`src/rtl/counter_seq_ctrl.sv`:
```
// Sequencing controller for a binary count datapath: start/stop/pause, programmable terminal value,
// one-shot or auto-reload runs, one-cycle done pulse. Optional sticky irq via COUNTER_SEQ_IRQ_EN.
module counter_seq_ctrl #(
    parameter int WIDTH = 5
) (
    input  logic             clk,
    input  logic             rst,
    input  logic             start,
    input  logic             stop,
    input  logic             pause,
    input  logic [WIDTH-1:0] limit,
    input  logic             auto_reload,
    output logic [WIDTH-1:0] out,
    output logic             busy,
    output logic             paused,
    output logic             done,
`ifdef COUNTER_SEQ_IRQ_EN
    input  logic             irq_clr,
    output logic             irq,
`endif
    output logic [1:0]       state
);

    typedef enum logic [1:0] {
        ST_IDLE = 2'd0,
        ST_RUN  = 2'd1,
        ST_HOLD = 2'd2,
        ST_DONE = 2'd3
    } state_t;

    localparam logic [WIDTH-1:0] ZERO = {WIDTH{1'b0}};
    localparam logic [WIDTH-1:0] ONE  = {{(WIDTH-1){1'b0}}, 1'b1};

    state_t           r_state;
    logic [WIDTH-1:0] r_count;
    logic [WIDTH-1:0] r_limit;
    logic             r_mode;
    logic             r_done;
    logic             w_at_limit;
`ifdef COUNTER_SEQ_IRQ_EN
    logic             r_irq;
`endif

    assign w_at_limit = (r_count == r_limit);

    // Control FSM: command priority is stop > start > pause > terminal compare
    always_ff @(posedge clk or posedge rst) begin
        if (rst) begin
            r_state <= ST_IDLE;
            r_count <= ZERO;
            r_limit <= ZERO;
            r_mode  <= 1'b0;
            r_done  <= 1'b0;
`ifdef COUNTER_SEQ_IRQ_EN
            r_irq   <= 1'b0;
`endif
        end else begin
            r_done <= 1'b0;
`ifdef COUNTER_SEQ_IRQ_EN
            // A terminal event later in this block overrides the clear
            if (irq_clr) begin
                r_irq <= 1'b0;
            end else begin
                r_irq <= r_irq;
            end
`endif
            case (r_state)
                ST_IDLE: begin
                    r_count <= ZERO;
                    if (stop) begin
                        r_state <= ST_IDLE;
                    end else if (start) begin
                        r_limit <= limit;
                        r_mode  <= auto_reload;
                        r_state <= ST_RUN;
                    end else begin
                        r_state <= ST_IDLE;
                    end
                end
                ST_RUN: begin
                    if (stop) begin
                        r_state <= ST_IDLE;
                        r_count <= ZERO;
                    end else if (pause) begin
                        r_state <= ST_HOLD;
                    end else if (w_at_limit) begin
                        r_done <= 1'b1;
`ifdef COUNTER_SEQ_IRQ_EN
                        r_irq  <= 1'b1;
`endif
                        if (r_mode) begin
                            r_count <= ZERO;
                        end else begin
                            r_state <= ST_DONE;
                        end
                    end else begin
                        r_count <= r_count + ONE;
                    end
                end
                ST_HOLD: begin
                    if (stop) begin
                        r_state <= ST_IDLE;
                        r_count <= ZERO;
                    end else if (!pause) begin
                        r_state <= ST_RUN;
                    end else begin
                        r_state <= ST_HOLD;
                    end
                end
                ST_DONE: begin
                    if (stop) begin
                        r_state <= ST_IDLE;
                        r_count <= ZERO;
                    end else if (start) begin
                        r_limit <= limit;
                        r_mode  <= auto_reload;
                        r_count <= ZERO;
                        r_state <= ST_RUN;
                    end else begin
                        r_state <= ST_DONE;
                    end
                end
                default: begin
                    r_state <= ST_IDLE;
                    r_count <= ZERO;
                end
            endcase
        end
    end

    assign out    = r_count;
    assign state  = r_state;
    assign busy   = (r_state == ST_RUN) || (r_state == ST_HOLD);
    assign paused = (r_state == ST_HOLD);
    assign done   = r_done;
`ifdef COUNTER_SEQ_IRQ_EN
    assign irq    = r_irq;
`endif

endmodule

```
`config.mk`:
```
export PLATFORM = sky130hd
export DESIGN_NAME = counter_seq_ctrl
export DESIGN_NICKNAME = d
export VERILOG_FILES = /design/src/rtl/counter_seq_ctrl.sv
export SDC_FILE = /design/constraint.sdc
export NUM_CORES = 1
export LEC_CHECK = 0
export CAP_MARGIN = 20
export CORE_ASPECT_RATIO = 1.5
export CORE_UTILIZATION = 37
export CTS_CLUSTER_DIAMETER = 50
export CTS_CLUSTER_SIZE = 20
export DETAILED_ROUTE_END_ITERATION = 8
export MAX_ROUTING_LAYER = met4
export REMOVE_ABC_BUFFERS = 1
export SYNTH_ARGS = -nofsm -noshare
export SYNTH_HDL_FRONTEND = slang
export SYNTH_SLANG_ARGS = --single-unit
export TNS_END_PERCENT = 50
```
`constraint.sdc`:
```
create_clock -name clk -period 3.3 [get_ports clk]
set_input_delay 0.495 -clock clk [delete_from_list [all_inputs] [get_ports clk]]
set_output_delay 0.495 -clock clk [all_outputs]
set_load 0.01 [all_outputs]
```
==> results of run 1 <==
==> how the worst max path moves through the flow <==
stage,end,cells after the start
2_1_floorplan,state[1],6
3_3_place_gp,state[1],5
3_5_place_dp,state[1],5
4_1_cts,paused,3
5_1_grt,paused,3
6_report,paused,3
==> cell usage after synthesis (2+ instances only) <==
master and n:
dfrtp_1 14, inv_1 9, mux2_2 6, ha_1 5, nor2_1 4, mux2i_1 3
o211ai_1 3, xnor2_2 3, a211oi_1 2, nand2b_1 2, nand3_1 2, nor2b_1 2
nor3_1 2, o221ai_1 2, xnor2_1 2
==> through the flow <==
step / instances / total power, uW / area, um2 / hold WS (ps) / utilization, %
6_report: 124 / 503.6 / 1152 / 541.3 / 51.00
2_1_floorplan: 77 / 333.7 / 887.1 / 384.2 / -
3_3_place_gp: 120 / 381.8 / 1116 / 529.0 / 49.39
4_1_cts: 124 / 511.6 / 1152 / 547.3 / 51.00
5_1_grt: 124 / 532.7 / 1152 / 562.7 / 51.00
3_5_place_dp: 120 / 384.8 / 1116 / 525.7 / 49.39
==> registers in the layout (all words and copies together), names as in the netlist <==
name and cells:
state 2, out 5, done 1, r_mode 1, r_limit 5
==> cell families (layout without fill, tap and decap cells) <==
kind of cell,count (synthesis),after routing,synth area share [%]
AO/OA/AOI/OAI,15,15,14.67
XOR/XNOR,5,5,7.476
adder cells (fa/ha/maj),5,5,7.052
buffers and inverters,9,33,3.808
flip-flops,14,14,39.49
multiplexers,10,10,12.69
AND/OR/NAND/NOR,19,19,14.81
==> final cells by class <==
class | instances | area, um2 | share of cell area [%]
timing repair buffer | 20 | 200.2 | 17.37
multi-input combinational | 54 | 503.0 | 43.65
clock buffer | 4 | 36.28 | 3.149
tap | 23 | 28.78 | 2.497
sequential | 14 | 350.3 | 30.40
inverter | 9 | 33.78 | 2.932
==> cell usage in the layout, fill, tap and decap left out <==
master and n:
ha_1 5, and3_1 1, o21ai_0 1, or3b_4 1
o2111ai_1 1, mux2_4 1, nor3_4 1, o32a_4 1
o211ai_2 1, nor2_1 4, nand3_1 2, clkdlybuf4s50_1 20
nor3_2 1, o31a_1 1, o31ai_1 1, o21ai_1 1
xnor2_1 2, nor3_1 2, a21oi_1 1, clkbuf_4 3
xnor2_2 3, mux2_2 6, nand2_2 1, clkbuf_8 1
nand3_4 1, dfrtp_1 14, a211oi_1 2, nand2b_1 2
o221ai_1 2, nand2_1 1, inv_1 9, mux2i_1 3
nor2b_1 2, o211ai_1 3
==> power by group through the flow <==
stage,Combinational (uW),Sequential [uW],Clock (uW)
floorplan,112,222,0
global route,171,224,137
global placement,157,225,0
CTS,160,222,130
detailed placement,160,225,0
finish,158,221,125
==> routing by layer <==
metal  vias to the layer above  GRT usage (%)  routed length (um)
li1                        326              -                   -
met1                       301          16.28                 792
met2                        14          27.68                 829
met3                         2          2.601                  46
met4                         0          9.677                  19
met5                         -              -                   0
==> worst max-delay path: cells and delay by family, from the launching register on <==
family	cells	cell delay (ps)
buffers and inverters	2	700
adders and majority gates	1	300
DFF	1	430
==> results.sh, run 1 <==
export IMPL_run_status="finished clean"
export IMPL_worstSetupEndpointType="output port"
export IMPL_power_internal_uw=348.7
export IMPL_r2r_setup_slack_ps=1450
export IMPL_ys_warn_count=0
export IMPL_antenna_found_initial=0
export IMPL_avgRoutedWirePerCell_um=13.61
export IMPL_crit_type="reg2out"
export IMPL_synth_edff_count=0
export IMPL_max_slew_worst_pin_slew_ps=534.1
export IMPL_area_delta_synth_final_pct=29.90
export IMPL_drc_errors=0
export IMPL_fmax_ghz=0.4549
export IMPL_setup_worst_path_start="state[0]"
export IMPL_worst_ep_required_time_ps=2800
export IMPL_timing_rr_start="state[1]"
export IMPL_path_clk_slew_ps=90
export IMPL_grt_max_degree=15
export IMPL_synth_area_um2=887.1
export IMPL_die_x_um=41.98
export IMPL_vias_per_cell=5.185
export IMPL_rsz0062_at_grt="false"
export IMPL_diodes=0
export IMPL_antenna_left=0
export IMPL_ys_flop_type="dfrtp_1"
export IMPL_synth_area_top_cells="dfrtp_1 39%, mux2_2 7.6%, ha_1 7.1%"
export IMPL_setup_violations=0
export IMPL_cts_resized=0
export IMPL_layout_drive_gt1_share_pct=20.79
export IMPL_worstPathMaxFanout=5
export IMPL_worst_ep_arrival_time_ps=1700
export IMPL_start_util_pct=39.26
export IMPL_clkSinkCount=14
export IMPL_place_ws_ps=1132
export IMPL_grt_pass1_wl_um=2877
export IMPL_setup_ws_ps=1102
export IMPL_cts_tree="yes"
export IMPL_ios=21
export IMPL_power_switching_uw=154.9
export IMPL_clk_latency_ps=280
export IMPL_worstSetupStartpointType="register"
export IMPL_finalClockSkew_ps=5.834
export IMPL_dieArea_um2=2602
export IMPL_ys_seq_area_share_pct=39.49
export IMPL_ir_drop_v=0.0002257
export IMPL_grt_pass1_vias=670
export IMPL_reg2reg_depth=6
export IMPL_post_route_min_period_ps=2198
export IMPL_vias=643
export IMPL_core_area_um2=2260
export IMPL_syn_area_per_cell_um2=11.52
export IMPL_nFillCells=211
export IMPL_io_buffers=20
export IMPL_r2r_end="state[1]"
export IMPL_powerDensity_nw_per_um2=437.0
export IMPL_min_period_over_period_pct=66.62
export IMPL_routabilityCongestion=0.7595
export IMPL_synth_cell_types=31
export IMPL_syn_instance_count=77
export IMPL_synth_largest_area_cell="dfrtp_1"
export IMPL_drt_iter0_drc=9
export IMPL_max_stage_delay_ps=590
export IMPL_slew_headroom_pct=64.35
export IMPL_synth_seq_cells=14
export IMPL_slew_viol_final=0
export IMPL_dp_hpwl_um=1318
export IMPL_cts_path_max_buffers=2
export IMPL_routed_wirelength_um=1688
export IMPL_seqPwrFrac_pct=43.9
export IMPL_clock_root_buffer="clkbuf_4"
export IMPL_dr_pass1_iters=3
export IMPL_nets=118
export IMPL_async_reset_ff_share_pct=100.0
export IMPL_postCtsSetupBuffers=0
export IMPL_power_leakage_uw=0.0004706
export IMPL_synth_top_area_share_pct=39.49
export IMPL_comb_power_share_pct=31.3
export IMPL_dieHeight_um=61.97
export IMPL_cts_htree_levels=1
export IMPL_swShare_pct=30.75
export IMPL_cts_hold_buf=0
export IMPL_maxCapViolations=0
export IMPL_cp_slowest_cell="clkdlybuf4s50_1"
export IMPL_numCtsBuffers=3
export IMPL_hold_violations=0
export IMPL_cp_cell_sequence="inv_1, ha_1, clkdlybuf4s50_1"
export IMPL_power_frac_clock_pct=24.8
export IMPL_grt_usage_pct=15.61
export IMPL_fin_setup_tns_ps=0
export IMPL_std_cell_rows=21
export IMPL_hp_class="in2async"
export IMPL_overflow=0
Power figures use the tool's default switching activity.
==> run 2, diff against run 1 <==
- clock period: 3.3 -> 2 ns (I/O delays scaled with it)
==> run 2 against run 1 <==
Utilization increased by 0.94 points. Largest power group unchanged. Routed wire length increased by 2.4%. Global-route usage increased by 0.39 points. Hold slack got worse by 190 ps. Die area unchanged. Worst setup slack got worse by 1000 ps. Clock-buffer cell count unchanged. Critical path depth unchanged. Sequential power increased by 66%. Critical endpoint unchanged. Cell count increased by 1.6%.
==> results.sh, run 2 (synthesized netlist as in run 1, its figures left out) <==
export IMPL_nets=120
export IMPL_die_x_um=41.98
export IMPL_clock_root_buffer="clkbuf_4"
export IMPL_setup_violations=0
export IMPL_area_delta_synth_final_pct=32.30
export IMPL_grt_pass1_vias=679
export IMPL_worst_ep_arrival_time_ps=1620
export IMPL_timing_rr_start="state[1]"
export IMPL_final_cell_mix="19 x clkdlybuf4s50_1, 13 x dfrtp_1, 9 x inv_1, 6 x mux2_2"
export IMPL_wl_met3_um=54
export IMPL_vias=682
export IMPL_worstSetupEndpointType="output port"
export IMPL_cts_tree="yes"
export IMPL_start_util_pct=39.26
export IMPL_overflow=0
export IMPL_dieHeight_um=61.97
export IMPL_dieArea_um2=2602
export IMPL_slew_headroom_pct=64.43
export IMPL_cts_path_max_buffers=2
export IMPL_ir_drop_v=0.0004443
export IMPL_max_slew_worst_pin_slew_ps=533.0
export IMPL_layout_drive_gt1_share_pct=24.27
export IMPL_drt_iter0_drc=20
export IMPL_fin_util_pct=51.94
export IMPL_run_status="finished clean"
export IMPL_power_frac_clock_pct=24.4
export IMPL_vias_per_cell=5.413
export IMPL_power_switching_uw=255.9
export IMPL_worst_ep_required_time_ps=1700
export IMPL_p_total_uw=834.4
export IMPL_fmax_ghz=0.5210
export IMPL_power_leakage_uw=0.0004912
export IMPL_nFillCells=213
export IMPL_hold_violations=0
export IMPL_fin_setup_tns_ps=0
export IMPL_slew_viol_final=0
export IMPL_worstPathMaxFanout=5
export IMPL_diodes=0
export IMPL_post_route_min_period_ps=1919
export IMPL_grt_usage_pct=15.99
export IMPL_routed_wirelength_um=1729
export IMPL_std_cell_rows=21
export IMPL_reg2reg_depth=6
export IMPL_path_buf_inv=2
export IMPL_postCtsSetupBuffers=0
export IMPL_clkSinkCount=14
export IMPL_worstSetupStartpointType="register"
export IMPL_io_buffers=20
export IMPL_r2r_setup_slack_ps=160
export IMPL_power_internal_uw=578.5
export IMPL_maxCapViolations=0
export IMPL_design_area_um2=1174
export IMPL_crit_family="buffers and inverters"
export IMPL_dr_pass1_iters=4
export IMPL_clk_latency_ps=280
export IMPL_met1Wirelength_um=727
export IMPL_hp_class="in2async"
export IMPL_min_period_over_period_pct=95.97
export IMPL_dp_hpwl_um=1368
export IMPL_crit_type="reg2out"
export IMPL_seqPwrFrac_pct=44.0
export IMPL_path_clk_slew_ps=90
export IMPL_grt_max_degree=15
export IMPL_swShare_pct=30.67
export IMPL_place_area_um2=1131
export IMPL_whs_ps=351.5
export IMPL_antenna_left=0
export IMPL_cp_slowest_cell="clkdlybuf4s50_1"
export IMPL_final_common_cell="clkdlybuf4s50_1"
export IMPL_grt_pass1_wl_um=2925
export IMPL_cts_htree_levels=1
export IMPL_comb_power_share_pct=31.5
export IMPL_rsz0062_at_grt="false"
export IMPL_finalClockSkew_ps=5.750
export IMPL_antenna_found_initial=0
export IMPL_drc_errors=0
export IMPL_avgRoutedWirePerCell_um=13.72
export IMPL_numCtsBuffers=3
export IMPL_r2r_end="state[1]"
export IMPL_powerDensity_nw_per_um2=711.0
export IMPL_max_stage_delay_ps=550
export IMPL_routabilityCongestion=0.7585
export IMPL_cp_cell_sequence="inv_1, ha_2, clkdlybuf4s50_1"
export IMPL_ios=21
export IMPL_highest_layer="met4"
export IMPL_core_area_um2=2260
export IMPL_met2_length_um=920
run 2: how the worst max path moves through the flow:
stage              from  endpoint  depth (start not counted)
3_3_place_gp      pause  state[1]                          5
3_5_place_dp      pause  state[1]                          5
6_report       state[0]    paused                          3
4_1_cts        state[0]    paused                          3
5_1_grt        state[0]    paused                          3
2_1_floorplan  state[1]  state[1]                          6
run 2: final cells by class:
| cell class | instances | area [um2] | area share (%) |
|---|---|---|---|
| multi-input cells | 54 | 505.5 | 43.07 |
| flip-flops and latches | 14 | 351.6 | 29.96 |
| repair buffers | 22 | 217.7 | 18.55 |
| clock buffers | 4 | 36.28 | 3.092 |
| inverters | 9 | 33.78 | 2.878 |
| well taps | 23 | 28.78 | 2.452 |
run 2: per-stage QoR:
stage / worst slack, ps / instances
6_report: 80.53 / 126
5_1_grt: 12.98 / 126
4_1_cts: 4.016 / 126
3_5_place_dp: 143.0 / 122
3_3_place_gp: 161.1 / 122
2_1_floorplan: 226.2 / 77
run 2: timing repair:
item / 4_1_cts / 5_1_grt
setup endpoints to repair: 0 / 2
hold buffers: 0 / 0
hold endpoints to repair: 0 / 0
resized for setup: 0 / 3
run 2: power groups by stage:
stage / logic (uW) / registers (uW) / clock network (uW)
3_5_place_dp: 266 / 373 / 0
4_1_cts: 268 / 368 / 209
5_1_grt: 288 / 374 / 221
2_1_floorplan: 185 / 366 / 0
3_3_place_gp: 264 / 372 / 0
6_report: 263 / 367 / 204
run 2: per-layer routing:
| metal | vias to the layer above | GRT usage (%) |
|---|---|---|
| met4 | 0 | 6.912 |
| met1 | 332 | 17.21 |
| met3 | 4 | 2.601 |
| met5 | - | - |
| met2 | 16 | 29.24 |
| li1 | 330 | - |
